--- src/rtl/mdu_pkg.sv ---
// Shared encodings and helpers for the iterative multiply/divide unit.
package mdu_pkg;

    localparam int NB_DATA_DEF = 32;

    typedef enum logic [2:0] {
        MDU_MULT  = 3'd0,
        MDU_MULTU = 3'd1,
        MDU_DIV   = 3'd2,
        MDU_DIVU  = 3'd3,
        MDU_MADD  = 3'd4,
        MDU_MADDU = 3'd5
    } mdu_op_e;

    typedef enum logic [1:0] {
        IDLE = 2'd0,
        CALC = 2'd1,
        FIX  = 2'd2,
        DONE = 2'd3
    } mdu_state_e;

    localparam logic [NB_DATA_DEF-1:0] DIV0_LO = 32'hFFFF_FFFF;

    // Magnitude of a possibly-signed operand; unsigned ops pass through untouched.
    function automatic logic [NB_DATA_DEF-1:0] abs_val(input logic [NB_DATA_DEF-1:0] v,
                                                      input logic sgn);
        if (sgn && v[NB_DATA_DEF-1]) begin
            abs_val = ~v + {{(NB_DATA_DEF-1){1'b0}}, 1'b1};
        end else begin
            abs_val = v;
        end
    endfunction

endpackage

--- src/rtl/mdu_datapath.sv ---
// Shared 33-bit add/sub datapath: shift-add multiply, restoring divide,
// and the final sign fix-up of product or quotient/remainder.
module mdu_datapath
    import mdu_pkg::*;
#(
    parameter int NB_DATA = NB_DATA_DEF
) (
    input  logic               clk,
    input  logic               rst_n,
    input  logic               load,
    input  logic               step,
    input  logic               is_div,
    input  logic               neg_q,
    input  logic               neg_r,
    input  logic [NB_DATA-1:0] ld_lo,
    input  logic [NB_DATA-1:0] ld_opnd,
    output logic [NB_DATA-1:0] res_hi,
    output logic [NB_DATA-1:0] res_lo
);

    logic [NB_DATA-1:0]   acc_hi_r;
    logic [NB_DATA-1:0]   acc_lo_r;
    logic [NB_DATA-1:0]   opnd_r;
    logic [NB_DATA:0]     add_a_s;
    logic [NB_DATA:0]     add_s;
    logic [NB_DATA-1:0]   hi_nxt_s;
    logic [NB_DATA-1:0]   lo_nxt_s;
    logic [2*NB_DATA-1:0] prod_s;
    logic [2*NB_DATA-1:0] prod_neg_s;

    // One iteration: add/sub, then shift right (multiply) or left (divide).
    always_comb begin
        add_a_s  = is_div ? {acc_hi_r, acc_lo_r[NB_DATA-1]} : {1'b0, acc_hi_r};
        add_s    = is_div ? (add_a_s - {1'b0, opnd_r}) : (add_a_s + {1'b0, opnd_r});
        hi_nxt_s = acc_hi_r;
        lo_nxt_s = acc_lo_r;
        if (is_div) begin
            // Divisor fits under the shifted remainder when the difference is non-negative.
            if (!add_s[NB_DATA]) begin
                hi_nxt_s = add_s[NB_DATA-1:0];
                lo_nxt_s = {acc_lo_r[NB_DATA-2:0], 1'b1};
            end else begin
                hi_nxt_s = add_a_s[NB_DATA-1:0];
                lo_nxt_s = {acc_lo_r[NB_DATA-2:0], 1'b0};
            end
        end else begin
            if (acc_lo_r[0]) begin
                {hi_nxt_s, lo_nxt_s} = {add_s, acc_lo_r[NB_DATA-1:1]};
            end else begin
                {hi_nxt_s, lo_nxt_s} = {1'b0, acc_hi_r, acc_lo_r[NB_DATA-1:1]};
            end
        end
    end

    // Accumulator and operand registers.
    always_ff @(posedge clk or negedge rst_n) begin
        if (!rst_n) begin
            acc_hi_r <= {NB_DATA{1'b0}};
            acc_lo_r <= {NB_DATA{1'b0}};
            opnd_r   <= {NB_DATA{1'b0}};
        end else if (load) begin
            acc_hi_r <= {NB_DATA{1'b0}};
            acc_lo_r <= ld_lo;
            opnd_r   <= ld_opnd;
        end else if (step) begin
            acc_hi_r <= hi_nxt_s;
            acc_lo_r <= lo_nxt_s;
        end
    end

    // Sign fix-up: 64-bit negate for products, per-half negate for divides.
    always_comb begin
        prod_s     = {acc_hi_r, acc_lo_r};
        prod_neg_s = ~prod_s + {{(2*NB_DATA-1){1'b0}}, 1'b1};
        if (is_div) begin
            res_lo = neg_q ? (~acc_lo_r + {{(NB_DATA-1){1'b0}}, 1'b1}) : acc_lo_r;
            res_hi = neg_r ? (~acc_hi_r + {{(NB_DATA-1){1'b0}}, 1'b1}) : acc_hi_r;
        end else begin
            {res_hi, res_lo} = neg_q ? prod_neg_s : prod_s;
        end
    end

endmodule

--- src/rtl/mdu_ctrl.sv ---
// Multiply/divide unit control: FSM, iteration counter, HI/LO and handshake.
// Define MDU_MADD_EN to enable MADD/MADDU accumulate into {HI,LO}.
module mdu_ctrl
    import mdu_pkg::*;
#(
    parameter int NB_DATA = NB_DATA_DEF,
    parameter int NB_OP   = 3,
    parameter int NB_CNT  = 6
) (
    input  logic               i_clk,
    input  logic               i_rst_n,
    input  logic               i_start,
    input  logic [NB_OP-1:0]   i_op,
    input  logic [NB_DATA-1:0] i_rs,
    input  logic [NB_DATA-1:0] i_rt,
    input  logic               i_hi_we,
    input  logic               i_lo_we,
    input  logic [NB_DATA-1:0] i_wdata,
    input  logic               i_flush,
    output logic [NB_DATA-1:0] o_hi,
    output logic [NB_DATA-1:0] o_lo,
    output logic               o_busy,
    output logic               o_done
);

    mdu_state_e         state_r, next_state_s;
    logic [NB_CNT-1:0]  cnt_r;
    logic [NB_DATA-1:0] hi_r, lo_r, res_hi_s, res_lo_s, abs_a_s, abs_b_s;
    logic               op_valid_s, op_signed_s, op_div_s, op_madd_s;
    logic               idle_like_s, accept_s, busy_nxt_s, done_nxt_s;
    logic               busy_r, done_r, is_div_r, is_madd_r, neg_q_r, neg_r_r, div0_r;

    // Opcode decode; MADD/MADDU decode only when the accumulate feature is built in.
    always_comb begin
        op_valid_s  = 1'b0;
        op_signed_s = 1'b0;
        op_div_s    = 1'b0;
        op_madd_s   = 1'b0;
        case (i_op)
            NB_OP'(MDU_MULT):  begin op_valid_s = 1'b1; op_signed_s = 1'b1; end
            NB_OP'(MDU_MULTU): begin op_valid_s = 1'b1; end
            NB_OP'(MDU_DIV):   begin op_valid_s = 1'b1; op_signed_s = 1'b1; op_div_s = 1'b1; end
            NB_OP'(MDU_DIVU):  begin op_valid_s = 1'b1; op_div_s = 1'b1; end
`ifdef MDU_MADD_EN
            NB_OP'(MDU_MADD):  begin op_valid_s = 1'b1; op_signed_s = 1'b1; op_madd_s = 1'b1; end
            NB_OP'(MDU_MADDU): begin op_valid_s = 1'b1; op_madd_s = 1'b1; end
`endif
            default:           begin op_valid_s = 1'b0; end
        endcase
    end

    assign idle_like_s = (state_r == IDLE) || (state_r == DONE);
    assign accept_s    = i_start && op_valid_s && !i_flush && idle_like_s;
    assign abs_a_s     = abs_val(i_rs, op_signed_s);
    assign abs_b_s     = abs_val(i_rt, op_signed_s);

    // State register.
    always_ff @(posedge i_clk or negedge i_rst_n) begin
        if (!i_rst_n) begin
            state_r <= IDLE;
        end else begin
            state_r <= next_state_s;
        end
    end

    // Next-state logic; flush aborts CALC/FIX and beats a same-cycle start.
    always_comb begin
        next_state_s = state_r;
        case (state_r)
            IDLE:    next_state_s = accept_s ? CALC : IDLE;
            CALC:    begin
                if (i_flush) begin
                    next_state_s = IDLE;
                end else if (cnt_r == NB_CNT'(NB_DATA-1)) begin
                    next_state_s = FIX;
                end else begin
                    next_state_s = CALC;
                end
            end
            FIX:     next_state_s = i_flush ? IDLE : DONE;
            DONE:    next_state_s = accept_s ? CALC : IDLE;
            default: next_state_s = IDLE;
        endcase
    end

    // Output decode from the next state so the flags register in step with it.
    always_comb begin
        busy_nxt_s = (next_state_s == CALC) || (next_state_s == FIX);
        done_nxt_s = (next_state_s == DONE);
    end

    // Registered handshake flags.
    always_ff @(posedge i_clk or negedge i_rst_n) begin
        if (!i_rst_n) begin
            busy_r <= 1'b0;
            done_r <= 1'b0;
        end else begin
            busy_r <= busy_nxt_s;
            done_r <= done_nxt_s;
        end
    end

    // Iteration counter and per-operation context captured at launch.
    always_ff @(posedge i_clk or negedge i_rst_n) begin
        if (!i_rst_n) begin
            cnt_r     <= {NB_CNT{1'b0}};
            is_div_r  <= 1'b0;
            is_madd_r <= 1'b0;
            neg_q_r   <= 1'b0;
            neg_r_r   <= 1'b0;
            div0_r    <= 1'b0;
        end else if (accept_s) begin
            cnt_r     <= {NB_CNT{1'b0}};
            is_div_r  <= op_div_s;
            is_madd_r <= op_madd_s;
            neg_q_r   <= op_signed_s && (i_rs[NB_DATA-1] ^ i_rt[NB_DATA-1]);
            neg_r_r   <= op_signed_s && i_rs[NB_DATA-1];
            div0_r    <= op_div_s && (i_rt == {NB_DATA{1'b0}});
        end else if (state_r == CALC) begin
            cnt_r <= cnt_r + NB_CNT'(1);
        end
    end

    // HI/LO: commit at the end of FIX, otherwise MTHI/MTLO only while not busy.
    always_ff @(posedge i_clk or negedge i_rst_n) begin
        if (!i_rst_n) begin
            hi_r <= {NB_DATA{1'b0}};
            lo_r <= {NB_DATA{1'b0}};
        end else if ((state_r == FIX) && !i_flush) begin
            if (div0_r) begin
                hi_r <= res_hi_s;
                lo_r <= DIV0_LO;
            end
`ifdef MDU_MADD_EN
            else if (is_madd_r) begin
                {hi_r, lo_r} <= {res_hi_s, res_lo_s} + {hi_r, lo_r};
            end
`endif
            else begin
                hi_r <= res_hi_s;
                lo_r <= res_lo_s;
            end
        end else if (idle_like_s) begin
            if (i_hi_we) hi_r <= i_wdata;
            if (i_lo_we) lo_r <= i_wdata;
        end
    end

    mdu_datapath #(.NB_DATA(NB_DATA)) u_datapath (
        .clk     (i_clk),
        .rst_n   (i_rst_n),
        .load    (accept_s),
        .step    (state_r == CALC),
        .is_div  (is_div_r),
        .neg_q   (neg_q_r),
        .neg_r   (neg_r_r),
        .ld_lo   (op_div_s ? abs_a_s : abs_b_s),
        .ld_opnd (op_div_s ? abs_b_s : abs_a_s),
        .res_hi  (res_hi_s),
        .res_lo  (res_lo_s)
    );

    assign o_hi   = hi_r;
    assign o_lo   = lo_r;
    assign o_busy = busy_r;
    assign o_done = done_r;

endmodule

--- config.mk ---
export PLATFORM = sky130hd
export DESIGN_NAME = mdu_ctrl
export DESIGN_NICKNAME = d
export VERILOG_FILES = /design/src/rtl/mdu_pkg.sv /design/src/rtl/mdu_datapath.sv /design/src/rtl/mdu_ctrl.sv
export SDC_FILE = /design/constraint.sdc
export NUM_CORES = 1
export LEC_CHECK = 0
export ABC_CLOCK_PERIOD_IN_PS = 4450
export CORE_ASPECT_RATIO = 0.5
export CORE_MARGIN = 4
export CORE_UTILIZATION = 52
export DETAILED_ROUTE_END_ITERATION = 16
export PLACE_DENSITY_LB_ADDON = 0.3
export SYNTH_ARGS = -nofsm -noshare
export SYNTH_HDL_FRONTEND = slang
export SYNTH_HIERARCHICAL = 1
export SYNTH_SLANG_ARGS = --single-unit
--- constraint.sdc ---
create_clock -name i_clk -period 4.45 [get_ports i_clk]
set_input_delay 0.445 -clock i_clk [delete_from_list [all_inputs] [get_ports i_clk]]
set_output_delay 0.445 -clock i_clk [all_outputs]
set_load 0.02 [all_outputs]
==> summary.md <==
| Metric | Value |
|---|---|
| Htree depth | `4` |
| Vias in the first global route | `about 14000` |
| N_diodes | `0` |
| I/O pins | `between 150 and 200` |
| Rel. slew slack | `29.0%` |
| Worst stage delay on the critical path | `roughly 0.42 ns` |
| Post-synth top flop | `dfrtp_1` |
| Crit-path max FO | `7` |
| Yosys warns | `6` |
| Share of cells above drive strength 1 | `approximately 11%` |
| DRT iter0 DRCs | `between 1500 and 2000` |
| Total GRT Usage | `31.5%` |
| Reg clk slew, reported paths | `~0.080 ns` |
| WL per Instance | `approximately 21 µm` |
| Pint | `5.99 mW` |
| Total Power | `between 10 and 15 mW` |
| Die ar. | `33000 µm²` |
| Flop and latch count out of synthesis | `174` |
| DIE HEIGHT | `130 µm` |
| Worst-margin pin slew | `1.07 ns` |
| Comb pwr share | `63.6%` |
| Most frequent cells in the layout | `nand2_1 (270), o21ai_0 (180), nor2_1 (174)` |
| Power per standard cell area | `638 nW/µm²` |
| Via count | `15700` |
| Average size of a mapped cell | `7.84 µm²` |
| Endpoints failing setup | `0` |
| Peak VDD IR | `346 µV` |
| Final net count | `2266` |
| EDFF count, synth | `0` |
| Leak | `7.63 nW` |
| Post-route ant nets | `0` |
| Min setup slack post-route | `0.102 ns` |
| Outcome | `complete, no violations` |
| Critical path class | `flip-flop to flip-flop` |
| Num CTS Buffers | `17` |
| Sw Pwr | `5.97 mW` |
| Multi-input logic area | `10600 µm²` |
| CTS tree | `built` |
| Area after DPL | `approximately 18000 µm²` |
| Clock insertion delay at the later pin of the skew report | `roughly 0.46 ns` |
| Clock power frac | `about an eighth` |
| Pre-antenna DRT Iters | `7` |
| Largest net degree at the start of global routing | `118` |
| Mapped Nets | `2137` |
| Commonest non-fill, non-tap cell in the layout | `nand2_1` |
| Syn-to-layout area delta | `20.1%` |
| Initial Util | `53.3%` |
| Bufs on Longest Clock Path | `2` |
| Most used cell, CP | `buf_4` |
| Post-route DRC violation count | `0` |
| Core area | `29300 µm²` |
| Worst hold path type | `flip-flop to flip-flop` |
| Fin. Hold Viols | `0` |
| CTS root buf | `clkbuf_16` |
| Sink Count | `roughly 170` |
| GPL Wtd Cong | `0.985` |
| Critical path's slowest cell | `dfrtp_1` |
| Via density per instance | `a little over 6` |
| Worst setup EP type | `flip-flop` |
| Cell count after synthesis | `1990` |
| Sequential fraction of the synthesis area | `between 20% and 30%` |
| Switching share of power | `49.9%` |
| CP cell instances | `nor4_4, buf_4, and4b_2, a21oi_1, xnor2_1, ha_1, nand3_2, or3_1, a211oi_2, o21a_1, o21a_1, o21ai_2, buf_4, a211oi_4, buf_4, mux2_2, a32o_1` |
| Post-layout min period | `4.35 ns` |
| Initial antenna violation count | `4` |
| HPWL after DPL | `41400 µm` |
| Overflow left after global routing | `0` |
| Startpoint type of the worst setup path | `flip-flop` |
| WP data arrival | `4.70 ns` |
| Fillcell total | `2609` |
| Max_cap viols | `0` |
| Seq. cell area | `4360 µm²` |
| First-pass GRT wire length | `approximately 80000 µm` |
| Die Width | `253 µm` |
| Final Core Density | `64.0%` |
| Clock Skew | `about 0.024 ns` |
| Post-route cell area | `18700 µm²` |
| Post-synth ARST share | `100%` |
| Crit path required time | `approximately 4.8 ns` |
| Final period utilization | `a little under 100%` |
| Seq pwr share | `approximately a quarter` |
| Worst slack, placed | `-0.0498 ns` |
| Distinct cells, synth | `84` |
| Synth Cell Area | `15600 µm²` |
| Port buffer count | `170` |
| # rows | `44` |
| Slew Limit Fails | `0` |
| F_max | `230 MHz` |
| DRT Wirelength | `54000 µm` |
[layout make-up]
type	count	area share, %
clock buffer	17	2.27
tap	391	2.61
inverter	46	0.928
timing repair buffer	263	13.2
sequential	174	23.3
multi-input combinational	1617	56.7
clock inverter	15	1.00
[final timing paths]
path / cells past startpoint / slack [ns] / end / start
worst min register to register: 2 / 0.48 / o_lo[22]$_DFFE_PN0P_ / o_lo[22]$_DFFE_PN0P_
worst min-delay path: 2 / 0.48 / o_lo[22]$_DFFE_PN0P_ / o_lo[22]$_DFFE_PN0P_
max in group asynchronous: 3 / 2.86 / cnt_r[0]$_DFFE_PN0P_ / i_rst_n
worst max register to register: 17 / 0.10 / u_datapath/acc_hi_r[16]$_DFFE_PN0P_ / u_datapath/opnd_r[2]$_DFFE_PN0P_
worst max-delay path: 17 / 0.10 / u_datapath/acc_hi_r[16]$_DFFE_PN0P_ / u_datapath/opnd_r[2]$_DFFE_PN0P_
min in group asynchronous: 2 / 0.52 / u_datapath/opnd_r[27]$_DFFE_PN0P_ / i_rst_n
[cell usage after synthesis (8+ instances only)]
master / instances / share of area [%]
nand2_1: 272 / 6.5
o21ai_0: 183 / 5.9
nor2_1: 176 / 4.2
dfrtp_1: 174 / 28
clkbuf_1: 128 / 3.1
a21oi_1: 126 / 4.0
xnor2_1: 126 / 7.1
mux2i_1: 122 / 7.8
a31oi_1: 57 / 2.3
or3_1: 56 / 2.2
mux2_2: 55 / 4.0
xor2_1: 54 / 3.0
inv_1: 43 / 1.0
ha_1: 41 / 3.3
nor3_1: 40 / 1.3
o31ai_1: 29 / 1.4
nor4_1: 22 / 0.88
nand2b_1: 21 / 0.84
nand3_1: 21 / 0.67
a21o_1: 19 / 0.91
or4_1: 18 / 0.87
buf_1: 15 / 0.36
nor2b_1: 12 / 0.48
o211ai_1: 11 / 0.53
a211oi_1: 10 / 0.48
o22ai_1: 10 / 0.40
o41ai_1: 10 / 0.56
and2_1: 8 / 0.32
and3_1: 8 / 0.32
[power groups by stage]
stage | clock [mW] | combinational (mW) | sequential [mW]
2_1_floorplan | 0 | 4.93 | 2.50
3_3_place_gp | 0 | 7.05 | 2.76
3_5_place_dp | 0 | 7.07 | 2.78
4_1_cts | 1.57 | 7.10 | 2.75
6_report | 1.55 | 7.61 | 2.80
5_1_grt | 1.63 | 8.22 | 2.86
[repair_timing]
item	CTS	global route
endpoints found under the hold margin	57	0
setup buffers	0	19
endpoints found under the setup margin	5	33
gates resized for setup	2	35
pin swaps	0	13
cloned	0	1
hold buffers	1	0
[state kept, by name (all words and copies together) (netlist names), 2 cells and up]
signal	flops
o_lo	32
o_hi	32
state_r	2
u_datapath/opnd_r	32
cnt_r	6
u_datapath/acc_lo_r	32
u_datapath/acc_hi_r	32
[stage by stage]
step / hold WS, ns / TNS [ns] / std cells
finish: 0.482 / 0 / 2523
global route: 0.509 / -0.785 / 2523
CTS: 0.489 / 0 / 2503
detailed placement: 0.447 / -0.0965 / 2470
global placement: 0.446 / -0.0134 / 2470
floorplan: 0.149 / 0 / 1990
[critical path, delay by kind of cell (launching register included)]
family                   cells  cell delay (ns)
XOR/XNOR                     1             0.15
multiplexers                 1             0.33
AND/OR/NAND/NOR              4             1.10
flip-flops                   1             0.42
adder cells (fa/ha/maj)      1             0.32
AO/OA/AOI/OAI                7             1.43
buffers and inverters        3             0.50
[cells by family after synthesis]
kind of cell | Yosys count | synth area share [%]
xor gates and xnor gates | 180 | 10.1
muxes | 179 | 12.0
buffers and inverters | 199 | 5.01
DFF | 174 | 27.9
AOI/OAI and AO/OA | 524 | 20.6
adders and majority gates | 42 | 3.42
and+or+nand+nor | 692 | 21.0
[metal layers]
metal	share of wire [%]	vias to the layer above	GRT usage, %
met1	45	7524	47.5
met2	41	797	44.5
li1	-	7338	-
met3	12	67	10.1
met4	1.5	2	5.83
met5	0.026	-	0
Power figures use the tool's default switching activity.
